### src/rtl/alu_issue_stage.sv
// alu_issue_stage: decodes an RV32I instruction plus regfile operands into ALU control and operands.
// Latency: 1 cycle from input acceptance to out_*; full throughput while out_ready=1.
// Backpressure: 2-entry output register + skid; in_ready is registered (!skid_valid), so out_ready never reaches in_ready combinationally.
//
// Ports:
//   clk, rst          - clock and asynchronous active-high reset
//   flush             - synchronous flush, drops output and skid entries and the input of that cycle
//   in_valid/in_ready - upstream handshake; in_instr, in_pc, in_rs1_data, in_rs2_data are the payload
//   out_valid/out_ready - downstream handshake; out_alu_ctrl, out_src1, out_src2, out_pc,
//                       out_is_branch, out_take_on_zero, out_illegal are the decoded entry
//   stat_issued, stat_illegal - transfer counters, live only when ALU_ISSUE_STATS_EN is defined
//
// Optional feature macro: ALU_ISSUE_STATS_EN (undefined: stat ports tied to 0, no counter flops).
module alu_issue_stage #(
   parameter int XLEN   = 32,
   parameter int STAT_W = 16
) (
   input  logic              clk,
   input  logic              rst,
   input  logic              flush,
   input  logic              in_valid,
   output logic              in_ready,
   input  logic [31:0]       in_instr,
   input  logic [XLEN-1:0]   in_pc,
   input  logic [XLEN-1:0]   in_rs1_data,
   input  logic [XLEN-1:0]   in_rs2_data,
   output logic              out_valid,
   input  logic              out_ready,
   output logic [3:0]        out_alu_ctrl,
   output logic [XLEN-1:0]   out_src1,
   output logic [XLEN-1:0]   out_src2,
   output logic [XLEN-1:0]   out_pc,
   output logic              out_is_branch,
   output logic              out_take_on_zero,
   output logic              out_illegal,
   output logic [STAT_W-1:0] stat_issued,
   output logic [STAT_W-1:0] stat_illegal
);

   localparam logic [3:0] ALU_ADD  = 4'b0000;
   localparam logic [3:0] ALU_SUB  = 4'b0001;
   localparam logic [3:0] ALU_AND  = 4'b0010;
   localparam logic [3:0] ALU_OR   = 4'b0011;
   localparam logic [3:0] ALU_SLL  = 4'b0100;
   localparam logic [3:0] ALU_SLT  = 4'b0101;
   localparam logic [3:0] ALU_SLTU = 4'b0111;
   localparam logic [3:0] ALU_XOR  = 4'b1000;

   localparam logic [6:0] OPC_OP     = 7'b0110011;
   localparam logic [6:0] OPC_OP_IMM = 7'b0010011;
   localparam logic [6:0] OPC_LOAD   = 7'b0000011;
   localparam logic [6:0] OPC_STORE  = 7'b0100011;
   localparam logic [6:0] OPC_LUI    = 7'b0110111;
   localparam logic [6:0] OPC_BRANCH = 7'b1100011;

   typedef struct packed {
      logic [3:0]      alu_ctrl;
      logic [XLEN-1:0] src1;
      logic [XLEN-1:0] src2;
      logic [XLEN-1:0] pc;
      logic            is_branch;
      logic            take_on_zero;
      logic            illegal;
   } entry_t;

   // ------------------------------------------------------------------
   // Decode
   // ------------------------------------------------------------------
   logic [6:0]  opcode;
   logic [2:0]  funct3;
   logic [6:0]  funct7;
   logic [31:0] imm_i;
   logic [31:0] imm_s;
   logic [31:0] imm_u;
   logic        bad;
   entry_t      dec;

   // rs1/rd register indices are resolved upstream; only the read data is used here.
   logic unused_fields;
   assign unused_fields = ^{in_instr[19:15]};

   assign opcode = in_instr[6:0];
   assign funct3 = in_instr[14:12];
   assign funct7 = in_instr[31:25];
   assign imm_i  = {{20{in_instr[31]}}, in_instr[31:20]};
   assign imm_s  = {{20{in_instr[31]}}, in_instr[31:25], in_instr[11:7]};
   assign imm_u  = {in_instr[31:12], 12'b0};

   always_comb begin
      bad              = 1'b0;
      dec              = '0;
      dec.pc           = in_pc;
      dec.src1         = in_rs1_data;
      dec.src2         = in_rs2_data;
      dec.alu_ctrl     = ALU_ADD;
      case (opcode)
         OPC_OP: begin
            if (funct7 == 7'b0000000) begin
               case (funct3)
                  3'b000:  dec.alu_ctrl = ALU_ADD;
                  3'b001:  dec.alu_ctrl = ALU_SLL;
                  3'b010:  dec.alu_ctrl = ALU_SLT;
                  3'b011:  dec.alu_ctrl = ALU_SLTU;
                  3'b100:  dec.alu_ctrl = ALU_XOR;
                  3'b110:  dec.alu_ctrl = ALU_OR;
                  3'b111:  dec.alu_ctrl = ALU_AND;
                  default: bad = 1'b1;   // srl: no shifter-right support in this ALU
               endcase
            end else if (funct7 == 7'b0100000 && funct3 == 3'b000) begin
               dec.alu_ctrl = ALU_SUB;
            end else begin
               bad = 1'b1;              // sra and any other funct7
            end
         end
         OPC_OP_IMM: begin
            dec.src2 = imm_i;
            case (funct3)
               3'b000:  dec.alu_ctrl = ALU_ADD;
               3'b001:  begin
                  dec.alu_ctrl = ALU_SLL;
                  bad          = (funct7 != 7'b0000000);
               end
               3'b010:  dec.alu_ctrl = ALU_SLT;
               3'b011:  dec.alu_ctrl = ALU_SLTU;
               3'b100:  dec.alu_ctrl = ALU_XOR;
               3'b110:  dec.alu_ctrl = ALU_OR;
               3'b111:  dec.alu_ctrl = ALU_AND;
               default: bad = 1'b1;     // srli/srai
            endcase
         end
         OPC_LOAD:  dec.src2 = imm_i;
         OPC_STORE: dec.src2 = imm_s;
         OPC_LUI: begin
            dec.src1 = '0;
            dec.src2 = imm_u;
         end
         OPC_BRANCH: begin
            dec.is_branch = 1'b1;
            // Branches compare via the ALU zero flag: SUB for equality,
            // SLT/SLTU for ordering (result 0 means "not less than").
            case (funct3)
               3'b000: begin dec.alu_ctrl = ALU_SUB;  dec.take_on_zero = 1'b1; end
               3'b001: begin dec.alu_ctrl = ALU_SUB;  dec.take_on_zero = 1'b0; end
               3'b100: begin dec.alu_ctrl = ALU_SLT;  dec.take_on_zero = 1'b0; end
               3'b101: begin dec.alu_ctrl = ALU_SLT;  dec.take_on_zero = 1'b1; end
               3'b110: begin dec.alu_ctrl = ALU_SLTU; dec.take_on_zero = 1'b0; end
               3'b111: begin dec.alu_ctrl = ALU_SLTU; dec.take_on_zero = 1'b1; end
               default: bad = 1'b1;
            endcase
         end
         default: bad = 1'b1;
      endcase
      // Illegal entries carry a neutral payload so the ALU sees a harmless ADD 0,0.
      if (bad) begin
         dec.alu_ctrl     = ALU_ADD;
         dec.src1         = '0;
         dec.src2         = '0;
         dec.is_branch    = 1'b0;
         dec.take_on_zero = 1'b0;
         dec.illegal      = 1'b1;
      end
   end

   // ------------------------------------------------------------------
   // Output register + skid entry
   // ------------------------------------------------------------------
   entry_t out_q, out_d;
   entry_t skid_q, skid_d;
   logic   out_valid_q, out_valid_d;
   logic   skid_valid_q, skid_valid_d;
   logic   accept;
   logic   issue;

   assign in_ready = ~skid_valid_q;
   assign accept   = in_valid & in_ready & ~flush;
   assign issue    = out_valid_q & out_ready & ~flush;

   always_comb begin
      out_d        = out_q;
      out_valid_d  = out_valid_q;
      skid_d       = skid_q;
      skid_valid_d = skid_valid_q;
      if (flush) begin
         out_valid_d  = 1'b0;
         skid_valid_d = 1'b0;
      end else if (!out_valid_q || out_ready) begin
         // Output slot frees this cycle. A full skid implies in_ready=0,
         // so the skid and a new input never compete for the slot.
         if (skid_valid_q) begin
            out_d        = skid_q;
            out_valid_d  = 1'b1;
            skid_valid_d = 1'b0;
         end else if (accept) begin
            out_d       = dec;
            out_valid_d = 1'b1;
         end else begin
            out_valid_d = 1'b0;
         end
      end else if (accept) begin
         skid_d       = dec;
         skid_valid_d = 1'b1;
      end
   end

   always_ff @(posedge clk or posedge rst) begin
      if (rst) begin
         out_q        <= '0;
         out_valid_q  <= 1'b0;
         skid_q       <= '0;
         skid_valid_q <= 1'b0;
      end else begin
         out_q        <= out_d;
         out_valid_q  <= out_valid_d;
         skid_q       <= skid_d;
         skid_valid_q <= skid_valid_d;
      end
   end

   assign out_valid        = out_valid_q;
   assign out_alu_ctrl     = out_q.alu_ctrl;
   assign out_src1         = out_q.src1;
   assign out_src2         = out_q.src2;
   assign out_pc           = out_q.pc;
   assign out_is_branch    = out_q.is_branch;
   assign out_take_on_zero = out_q.take_on_zero;
   assign out_illegal      = out_q.illegal;

   // ------------------------------------------------------------------
   // Statistics
   // ------------------------------------------------------------------
`ifdef ALU_ISSUE_STATS_EN
   logic [STAT_W-1:0] stat_issued_q, stat_issued_d;
   logic [STAT_W-1:0] stat_illegal_q, stat_illegal_d;

   always_comb begin
      stat_issued_d  = stat_issued_q;
      stat_illegal_d = stat_illegal_q;
      if (issue) begin
         stat_issued_d = stat_issued_q + STAT_W'(1);
         if (out_q.illegal) begin
            stat_illegal_d = stat_illegal_q + STAT_W'(1);
         end
      end
   end

   always_ff @(posedge clk or posedge rst) begin
      if (rst) begin
         stat_issued_q  <= '0;
         stat_illegal_q <= '0;
      end else begin
         stat_issued_q  <= stat_issued_d;
         stat_illegal_q <= stat_illegal_d;
      end
   end

   assign stat_issued  = stat_issued_q;
   assign stat_illegal = stat_illegal_q;
`else
   logic unused_issue;
   assign unused_issue = issue;
   assign stat_issued  = '0;
   assign stat_illegal = '0;
`endif

endmodule

### config.mk
export PLATFORM = sky130hd
export DESIGN_NAME = alu_issue_stage
export DESIGN_NICKNAME = d
export VERILOG_FILES = /design/src/rtl/alu_issue_stage.sv
export SDC_FILE = /design/constraint.sdc
export NUM_CORES = 1
export LEC_CHECK = 0
export BUFFER_PORTS_ARGS = -buffer_cell sky130_fd_sc_hd__buf_2
export CORE_ASPECT_RATIO = 1.75
export CORE_MARGIN = 1
export CORE_UTILIZATION = 47
export DETAILED_ROUTE_END_ITERATION = 16
export PLACE_DENSITY = 0.76
export SLEW_MARGIN = 20
export SYNTH_ARGS = -nofsm -noshare
export SYNTH_HDL_FRONTEND = slang
export SYNTH_SLANG_ARGS = --single-unit
### constraint.sdc
create_clock -name clk -period 7.15 [get_ports clk]
set_clock_uncertainty 0.05 [all_clocks]
set_input_delay 1.43 -clock clk [delete_from_list [all_inputs] [get_ports clk]]
set_output_delay 1.43 -clock clk [all_outputs]
set_load 0.1 [all_outputs]
## Yosys cells after proc, flatten, opt, wreduce, memory -nomap -nowiden

Cells that the tools add are included.
W data, S select, Z words.

| word-level totals | value |
|---|---|
| output and inout port bits | 137 |
| input bits | 133 |
| bits in registers | 208 |
| word-level logic and storage cells | 81 |

| cells by class | value |
|---|---|
| equality and inequality tests | 14 |
| mux-type cells | 26 |
| reductions and logical operators | 20 |
| bitwise logic cells | 5 |

Operators with widths:

| cell | number |
|---|---|
| $mux W103 | 2 |
| $pmux W32 S3 | 1 |
| $mux W68 | 1 |
| $mux W32 | 1 |
| $eq A7 B6 Y1 const B | 4 |
| $pmux W4 S6 | 1 |
| $mux W1 | 13 |
| $eq A3 B3 Y1 const B | 4 |
| $pmux W4 S3 | 1 |
| $reduce_or A6 Y1 | 2 |
| $pmux W3 S3 | 1 |
| $reduce_or A2 Y1 | 4 |
| $eq A7 B2 Y1 const B | 1 |
| $eq A7 B5 Y1 const B | 1 |
| $eq A7 B7 Y1 const B | 1 |
| $logic_not A7 Y1 | 1 |
| $reduce_bool A7 Y1 | 1 |
| $reduce_or A7 Y1 | 1 |
| $eq A3 B2 Y1 const B | 2 |
| $reduce_and A3 Y1 | 2 |
| $reduce_or A3 Y1 | 2 |
| $mux W4 | 1 |
| $pmux W1 S4 | 1 |
| $reduce_bool A2 Y1 | 2 |
| other kinds (11) | 14 |

## Longest topological paths before layout

Gate-level depths: netlist (run 1).

| depth | value |
|---|---|
| depth after elaboration | 8 |
| depth in mapped cells | 8 |
| depth with buffers taken out | 5 |

## Worst setup path before layout (run 1)

No wires, ideal clock.

| timing | value |
|---|---|
| path kind | input port to flip-flop |
| start | input in_instr[2] |
| end | register out_q, in the netlist out_src1[10] |
| path buffers | 2 |
| data required time | 7.025 ns |
| slack | 3.790 ns |
| data arrival time | 3.235 ns |
| stages | 7 |
| cell sequence | buf_2 > or3b_1 > o221a_1 > a2111o_1 > nor4_4 > buf_6 > o2bb2ai_2 |

| between the ends | value |
|---|---|
| word-level cells in the longest chain between the ends | 6 |
| elaborated cells on any way between the ends | 12 |
| classes of those cells | eq/ne: 6; mux: 5; reduce/logical: 1 |

RTL lines:

| element | line | source |
|---|---|---|
| from (decl) | 23 | `input logic [31:0] in_instr,` |
| $eq A7 B6 Y1 / $eq A7 B2 Y1 (equally long branches) | 96 | `case (opcode)` |
| $reduce_or A3 Y1 (no line) | - |  |
| $pmux W1 S4 | 96 |  |
| $mux W68 (*) | 154 | `if (bad) begin` |
| $mux W103 (*) | 193 | `end else if (accept) begin` |
| $mux W103 (*) | 189 | `if (skid_valid_q) begin` |
| to (signal assigned) | 212 | `out_q <= out_d;` |
| to (decl) | 167 | `entry_t out_q, out_d;` |

Mark *: on every way between the ends. The rest lies on a longest branch, timed or not. The select of a mux whose other input is x is not followed.
A chain may end at the register's enable or synchronous reset.

## Worst setup path after layout (run 1)

| timing | value |
|---|---|
| start | register skid_valid_q |
| end | output in_ready |

| between the ends | value |
|---|---|
| word-level cells in the longest chain between the ends | 1 |

RTL lines:

| element | line | source |
|---|---|---|
| from (decl) | 170 | `logic skid_valid_q, skid_valid_d;` |
| from (signal assigned) | 215 | `skid_valid_q <= skid_valid_d;` |
| $not A1 Y1 | 174 | `assign in_ready = ~skid_valid_q;` |
| to (decl) | 22 | `output logic in_ready,` |

No other way between the ends.

==> impl_results.md, run 1 <==
* Antenna violations before repair at 3
* RSZ-0062 raised after global routing: no
* Post-synth ARST share at 100.0%
* I/O Pins at 270
* Min-Delay Path Class: reg -> reg
* Status: finished clean
* Detail Placement HPWL at 16510 um
* Num rows at 68
* VDD IR max at 0.2123 mV
* Top_reg_cell synth: dfrtp_1
* Final setup margin at 3.033 ns
* Initial detailed-routing violation count at 553
* Setup TNS at 0 ns
* Crit start category: flip-flop
* Max_cap viols at 0
* Max layer used: met4
* DR DRC count at 0
* Final non-filler cell total at 1298
* Worst setup path category: reg -> out
* Final #Nets at 1170
* WP data required at 5.67 ns
* Total number of vias at 7497
* Yosys cell types at 57
* Area Overhead vs Synth at 20.16%
* Layout Utilization at 57.98%
* Syn Inst Count at 840
* Core box area at 19820 sq um
* Most frequent cell after synthesis: dfrtp_1
* Chip height at 190.7 um
* Root Driver: clkbuf_16
* Post-Syn Area at 9565 sq um
* Final setup vio count at 0
* Max clock buf depth at 3
* Worst slack, placed at 2.625 ns
* Static leakage at 5.723 nW
* WL met1 at 9613 um
* Port Buffers at 237
* H-tree level count at 1
* Max Fclk at 0.2429 GHz
* First-pass GRT wire length at 39140 um
* FF-to-FF setup slack at 3.39 ns
* Post-DRT Antenna Nets at 0
* Clock insertion delay at the later pin of the skew report at 0.49 ns
* Yosys reg bits at 208
* GRT Residual Overflow at 0
* Final hold vios at 0
* GPL Wtd Cong at 0.8682
* Mean Syn Cell Area at 11.39 sq um
* Post-cts sizing count at 0
* Post-synth EDFFs at 0
* Area of the die at 20950 sq um
* CTS tree: built
* Postcts setup bufs at 0
* Critical Path End Type: output pin
* TritonCTS Buffers at 20
* Cells after DPL at 1260
* Vias in the first global route at 7511
* Crit path DAT at 2.64 ns
* Area contributors post-synth: dfrtp_1 (54%), a22o_1 (5.3%), a221o_1 (4.6%)
* Met2 Wirelength at 12840 um
* Initial cell density of the core at 48.25%
* WL met3 at 1415 um
* Cell Pwr Density at 297.7 nW/um^2
* Routed WL at 25030 um
* Drt wl/cell at 19.28 um
* Detailed Routing Iterations Pass 1 at 5
* Worst-Margin Slew at 1.131 ns
* Total GRT Usage at 24.09%
* # hold bufs at CTS at 0
* Clock slew at reported path FFs at 0.06 ns
* Slew Viols, Final at 0
* Worst-path fanout max at 72
* Synthesis Warnings at 0
* Die Wd at 109.8 um
* Most common library cells after synthesis: dfrtp_1 (208), nand2_1 (76), a22o_1 (58), o21ai_0 (51), clkbuf_1 (49)
* Share of layout cells above drive strength 1 at 31.71%
* Final Cycle Share at 57.58%
* Drt via density at 5.776
* Post-synthesis sequential area ratio at 54.41%
* Top-area cell type share of the netlist area at 54.41%
* Cell taking the most area after synthesis: dfrtp_1
* Worst slew margin at 24.63%
* CTS Sinks at 208
* Final min period at 4.117 ns
* Largest net degree at the start of global routing at 186
-- sequential cells by signal, indices dropped and copies added (netlist names) --
register / count
out_alu_ctrl: 4
out_illegal: 1
out_is_branch: 1
out_pc: 32
out_src1: 32
out_src2: 32
out_take_on_zero: 1
out_valid: 1
skid_q: 103
skid_valid_q: 1
-- worst paths after layout --
| check | startpoint | end | cells past startpoint |
|---|---|---|---|
| min in group asynchronous | rst | out_src1[10] | 2 |
| min | out_pc[27] | out_pc[27] | 2 |
| max in group asynchronous | rst | skid_valid_q | 3 |
| max | skid_valid_q | in_ready | 3 |
| max reg2reg | skid_valid_q | out_src1[2] | 6 |
| min reg2reg | out_pc[27] | out_pc[27] | 2 |
-- cells by family after synthesis --
group | Yosys count | share of synthesized area (%)
and+or+nand+nor | 188 | 9.824
muxes | 66 | 7.338
AOI/OAI and AO/OA | 266 | 22.13
DFF | 208 | 54.41
other | 1 | 0.03920
buffers and inverters | 111 | 6.253
-- power breakdown --
part | internal [mW] | switching, mW
Clock | 0.758 | 0.445
Sequential | 1.29 | 0.0612
Combinational | 0.167 | 0.696
Total | 2.22 | 1.20
-- critical path, stage by stage, from the launching register on --
cell     delay (ns)
dfrtp_4        0.85
buf_4          0.71
inv_1          0.16
buf_2          0.34
-- cell type report --
cell class / count / area (sq um)
Timing Repair Buffer: 245 / 1259
Tap cell: 245 / 306.5
Clock buffer: 28 / 591.8
Sequential cell: 208 / 5209
Clock inverter: 7 / 162.7
Inverter: 10 / 41.29
Antenna cell: 3 / 7.507
Fill cell: 1690 / 8330
Multi-Input combinational cell: 552 / 3916
-- placed cells by master (no fill, tap or decap), drive strengths merged, types with 5 or more instances in the layout --
master / instances
mux2i: 33
mux2: 33
a21oi: 29
or3: 5
bufinv: 5
a221o: 44
clkbuf: 28
inv: 9
nor2: 36
dfrtp: 208
a2bb2oi: 19
o2bb2ai: 21
and3: 45
nand2: 76
conb: 32
a22oi: 11
o22ai: 8
a22o: 58
o21ai: 53
buf: 245
-- stage by stage --
step           power (mW)  hold slack (ns)  instance area, sq um
3_3_place_gp        2.230           0.4074                 10730
6_report            3.421           0.4232                 11490
5_1_grt             3.548           0.4576                 11490
3_5_place_dp        2.244           0.4147                 10730
4_1_cts             3.457           0.4296                 11480
2_1_floorplan       2.076           0.3934                  9686
-- layer usage --
layer,vias up,track usage (%)
li1,3454,-
met1,3659,29.06
met2,316,41.11
met3,68,3.281
met4,0,12.51
met5,-,0
Power figures use the tool's default switching activity.
==> inputs of run 2 (changes only) <==
--- a/config.mk
+++ b/config.mk
@@ -8,9 +8,9 @@
 export BUFFER_PORTS_ARGS = -buffer_cell sky130_fd_sc_hd__buf_2
 export CORE_ASPECT_RATIO = 1.75
 export CORE_MARGIN = 1
-export CORE_UTILIZATION = 47
+export CORE_UTILIZATION = 53
 export DETAILED_ROUTE_END_ITERATION = 16
-export PLACE_DENSITY = 0.76
+export PLACE_DENSITY = 0.81
 export SLEW_MARGIN = 20
 export SYNTH_ARGS = -nofsm -noshare
 export SYNTH_HDL_FRONTEND = slang
==> constraint.sdc (replaced) <==
create_clock -name clk -period 4.1 [get_ports clk]
set_clock_uncertainty 0.05 [all_clocks]
set_input_delay 0.82 -clock clk [delete_from_list [all_inputs] [get_ports clk]]
set_output_delay 0.82 -clock clk [all_outputs]
set_load 0.1 [all_outputs]
==> run 2 against run 1 <==
  * Cell area is 0.58% lower
  * Highest routed layer unchanged
  * Global-route usage rose by 2.9 points
  * Non-clock buffer count grew 7
  * Core utilization up 7.2 points
  * Final cell count fell by 0.62%
==> impl_results.md, run 2 (synthesized netlist as in run 1, its figures left out) <==
* Sequential fraction of design power at 41.7%
* Total number of vias at 7721
* Worst-Margin Slew at 1.112 ns
* Worst setup path category: reg -> out
* Largest Register: skid_q
* Initial cell density of the core at 54.54%
* I/O Pins at 270
* Postcts setup bufs at 0
* Static leakage at 5.718 nW
* TritonCTS Buffers at 20
* Layout Utilization at 65.16%
* Num rows at 64
* CTS tree: built
* Drt via density at 5.985
* R2R Path End: out_src2[27]
* Share of total power in combinational logic at 26.6%
* Area Overhead vs Synth at 19.46%
* Most frequent cells in the layout: buf_2 (237), dfrtp_1 (207), nand2_1 (76)
* First-pass GRT wire length at 40250 um
* GPL Wtd Cong at 0.8319
* RR Startpoint: skid_valid_q
* WP data required at 3.23 ns
* Post-DRT Antenna Nets at 0
* Final setup vio count at 0
* Vias in the first global route at 7807
* Setup TNS at 0 ns
* Final #Nets at 1177
* Max clock buf depth at 3
* Initial detailed-routing violation count at 504
* Max reg flops at 103
* Reg2reg path depth at 5
* Area of the die at 18610 sq um
* RSZ-0062 raised after global routing: no
* Die Wd at 103.6 um
* H-tree level count at 1
* Final Cycle Share at 78.60%
* Worst-path fanout max at 42
* Antenna violations before repair at 1
* Post-cts sizing count at 0
* VDD IR max at 0.3217 mV
* Hold depth at 2
* Clock slew at reported path FFs at 0.06 ns
* Core box area at 17540 sq um
* GRT Residual Overflow at 0
* Largest net degree at the start of global routing at 144
* Routed WL at 25140 um
* P_sw at 2.098 mW
* CTS Sinks at 208
* Most common cell after layout, fill and taps aside: buf_2
* Critical Path End Type: output pin
* Hold Path End: out_pc[3]
* FF-to-FF setup slack at 1.04 ns
* Detailed Routing Iterations Pass 1 at 5
* Int Power at 3.588 mW
* Net Sw Frac at 36.90%
* # hold bufs at CTS at 0
* Crit path DAT at 2.35 ns
* Detail Placement HPWL at 16720 um
* Drt wl/cell at 19.49 um
* Status: finished clean
* Cell Pwr Density at 497.6 nW/um^2
* Crit start category: flip-flop
* Chip height at 179.7 um
* Worst slew margin at 25.89%
* Root Driver: clkbuf_16
* Share of layout cells above drive strength 1 at 31.85%
* Hold wc startpoint: out_pc[3]
* Slew Viols, Final at 0
* DR DRC count at 0
* Total GRT Usage at 26.95%
* Final min period at 3.222 ns
* Min-Delay Path Class: reg -> reg
* Final hold vios at 0
* Clock Power Share at 31.7%
* Port Buffers at 237
* Clock insertion delay at the later pin of the skew report at 0.48 ns
* Max Fclk at 0.3103 GHz
* Final Total Pwr at 5.686 mW
* Max_cap viols at 0
==> run 2: critical path, cell delays in order (launching register included) <==
cell	delay (ns)
dfrtp_4	0.72
buf_4	0.58
inv_1	0.19
buf_2	0.35
==> run 2: cell type report <==
class | instances | area (sq um)
sequential | 208 | 5209
multi-input combinational | 552 | 3913
fill | 1384 | 6110
inverter | 10 | 41.29
antenna | 1 | 2.502
tap | 231 | 289.0
clock buffer | 31 | 613.1
clock inverter | 5 | 36.28
timing repair buffer | 252 | 1324
==> run 2: through the flow <==
step                      area (sq um)  hold slack [ns]  std cells  setup slack [ns]
after floorplan                   9686           0.3934        871            0.5298
after global placement           10780           0.4060       1253            0.8400
after detailed placement         10780           0.4153       1253            0.7477
after CTS                        11420           0.4291       1289            0.8893
after global routing             11430           0.4473       1290            0.8015
final                            11430           0.4253       1290            0.8776
==> run 2: power by group through the flow <==
stage	clock (mW)	sequential, mW	combinational, mW
2_1_floorplan	0	3.14	0.484
3_3_place_gp	0	2.40	1.49
3_5_place_dp	0	2.41	1.51
4_1_cts	1.84	2.37	1.52
5_1_grt	1.92	2.39	1.58
6_report	1.80	2.37	1.51
==> run 2: routing by layer <==
| layer | track usage, % | wire length [um] |
|---|---|---|
| met5 | 0 | 0 |
| met4 | 14.43 | 1276 |
| met3 | 2.937 | 1359 |
| met2 | 47.19 | 12960 |
| met1 | 32.50 | 9544 |
==> run 2: how the worst max path moves through the flow <==
stage | from | end | cells past startpoint
after floorplan | rst | out_alu_ctrl[0] | 1
after global placement | in_instr[25] | out_alu_ctrl[2] | 6
after detailed placement | in_instr[25] | out_src2[15] | 6
after CTS | skid_valid_q | in_ready | 3
after global routing | skid_valid_q | in_ready | 3
final | skid_valid_q | in_ready | 3
==> inputs of run 3 (changes only) <==
==> constraint.sdc (replaced) <==
create_clock -name clk -period 3.15 [get_ports clk]
set_clock_uncertainty 0.05 [all_clocks]
set_input_delay 0.63 -clock clk [delete_from_list [all_inputs] [get_ports clk]]
set_output_delay 0.63 -clock clk [all_outputs]
set_load 0.1 [all_outputs]
==> run 3 against run 2 <==
  * Combinational power grew 31%
  * Worst hold slack worse by 0.17 ns
  * Core utilization up 0.73 points
  * Clock power rose by 25%
  * Die area unchanged
  * Sequential power is 30% higher
  * Non-clock buffer count is 12 higher
==> impl_results.md, run 3 (synthesized netlist as in run 1, its figures left out) <==
* Vias in the first global route at 7631
* Detail Placement HPWL at 16660 um
* GR Layer Usage met2 at 45.83%
* Register area at 5209 sq um
* Peak per-stage delay on the critical path at 0.69 ns
* GR met3 Demand/Resource at 3.445%
* DR DRC count at 0
* Max clock buf depth at 3
* CTS Sinks at 208
* Max_cap viols at 0
* Crit path DAT at 1.83 ns
* Core box area at 17540 sq um
* Clock insertion delay at the later pin of the skew report at 0.47 ns
* Postcts setup bufs at 0
* Final Cycle Share at 79.55%
* Worst-path fanout max at 48
* CTS tree: built
* Area of the die at 18610 sq um
* Final Total Pwr at 7.319 mW
* I/O Pins at 270
* Crit-path slowest cell: dfrtp_4
* Final non-filler cell total at 1298
* Die Wd at 103.6 um
* Largest Register: skid_q
* Drt wl/cell at 18.70 um
* RR Startpoint: skid_valid_q
* Num rows at 64
* Initial detailed-routing violation count at 375
* Area Overhead vs Synth at 20.80%
* Slew Viols, Final at 0
* Worst slew margin at 40.01%
* Final hold vios at 0
* Total number of vias at 7636
* Post-DRT Antenna Nets at 0
* WP data required at 2.47 ns
* RSZ-0062 raised after global routing: no
* Crit start category: flip-flop
* Total GRT Usage at 26.23%
* Crit path cell chain: inv_1 > buf_2
* Critical Path End Type: output pin
* Cell Pwr Density at 633.4 nW/um^2
* Grt met1 use at 32.51%
* Worst-Margin Slew at 0.8998 ns
* GPL Wtd Cong at 0.8497
* Clock slew at reported path FFs at 0.06 ns
* Critical path startpoint: skid_valid_q
* Share of layout cells above drive strength 1 at 32.11%
* VDD IR max at 0.3573 mV
* Root Driver: clkbuf_16
* Initial cell density of the core at 54.54%
* Antenna violations before repair at 1
* Worst setup path category: reg -> out
* Placed cell areas at 10950 sq um
* Min-Delay Path Class: in -> async
* # fillers at 1399
* GRT Max-Usage Layer: met2
* Final setup vio count at 0
* Cells after DPL at 1265
* TritonCTS Buffers at 19
* # hold bufs at CTS at 0
* Static leakage at 5.770 nW
* Final #Nets at 1188
* Most common cell after layout, fill and taps aside: buf_2
* Drt via density at 5.883
* Area of the multi-input gates at 3913 sq um
* Max Fclk at 0.3991 GHz
* Status: finished clean
* Max reg flops at 103
* First-pass GRT wire length at 39440 um
* Post-cts sizing count at 0
* Reg2reg path depth at 6
* Port Buffers at 237
* Final Cell Area at 11550 sq um
* Final min period at 2.506 ns
* Most frequent cells in the layout: buf_2 (237), dfrtp_1 (207), nand2_1 (76)
* Largest net degree at the start of global routing at 73
* Detailed Routing Iterations Pass 1 at 5
* GRT Residual Overflow at 0
* H-tree level count at 1
* Chip height at 179.7 um
* Routed WL at 24270 um
==> run 3: cell types whose count changed in the layout (fill, tap and decap cells not counted), sizes merged <==
cell / before / now
clkinvlp: 1 / 2
clkinv: 5 / 0
buf: 252 / 264
diode: 1 / 2
bufinv: 0 / 2
clkbuf: 31 / 28
==> run 3: cell type report <==
type                    count  share of cell area, %
flip-flops and latches    208                  45.08
clock inverters             3                 0.5847
diodes                      2                0.04331
well taps                 231                  2.501
inverters                  10                 0.3573
multi-input cells         552                  33.86
repair buffers            264                  12.99
clock buffers              28                  4.580
==> run 3: final timing paths <==
check	slack, ns	to
setup / recovery	0.64	in_ready
hold / removal	0.26	out_src1[22]
setup reg to reg	0.66	out_src2[14]
hold reg to reg	0.42	out_pc[1]
max in group asynchronous	2.09	skid_q[79]
min in group clk	0.29	out_valid
==> run 3: where the power goes <==
part	leakage (nW)	switching (mW)	internal [mW]
combinational	2.75	1.58	0.401
clock	0.285	0.929	1.32
sequential	2.73	0.151	2.94
total	5.77	2.66	4.66
==> run 3: per-stage QoR <==
stage	utilization (%)	hold slack [ns]	setup TNS (ns)	worst slack (ns)
3_3_place_gp	62.46	0.4062	0	0.3438
2_1_floorplan	-	0.3934	-47.89	-0.2302
6_report	65.89	0.2587	0	0.6442
3_5_place_dp	62.46	0.4145	0	0.3287
5_1_grt	65.87	0.2870	0	0.5658
4_1_cts	65.86	0.2723	0	0.6389
==> run 3: routing by layer <==
layer | share of wire, % | vias to the layer above
met3 | 5.3 | 59
met4 | 3.9 | 0
met5 | 0 | -
met2 | 52 | 314
li1 | - | 3489
met1 | 39 | 3774
==> run 3: worst max-delay path, delay by kind of cell, from the launching register on <==
kind | cells | cell delay, ns
flops | 1 | 0.69
buf+inv | 2 | 0.65
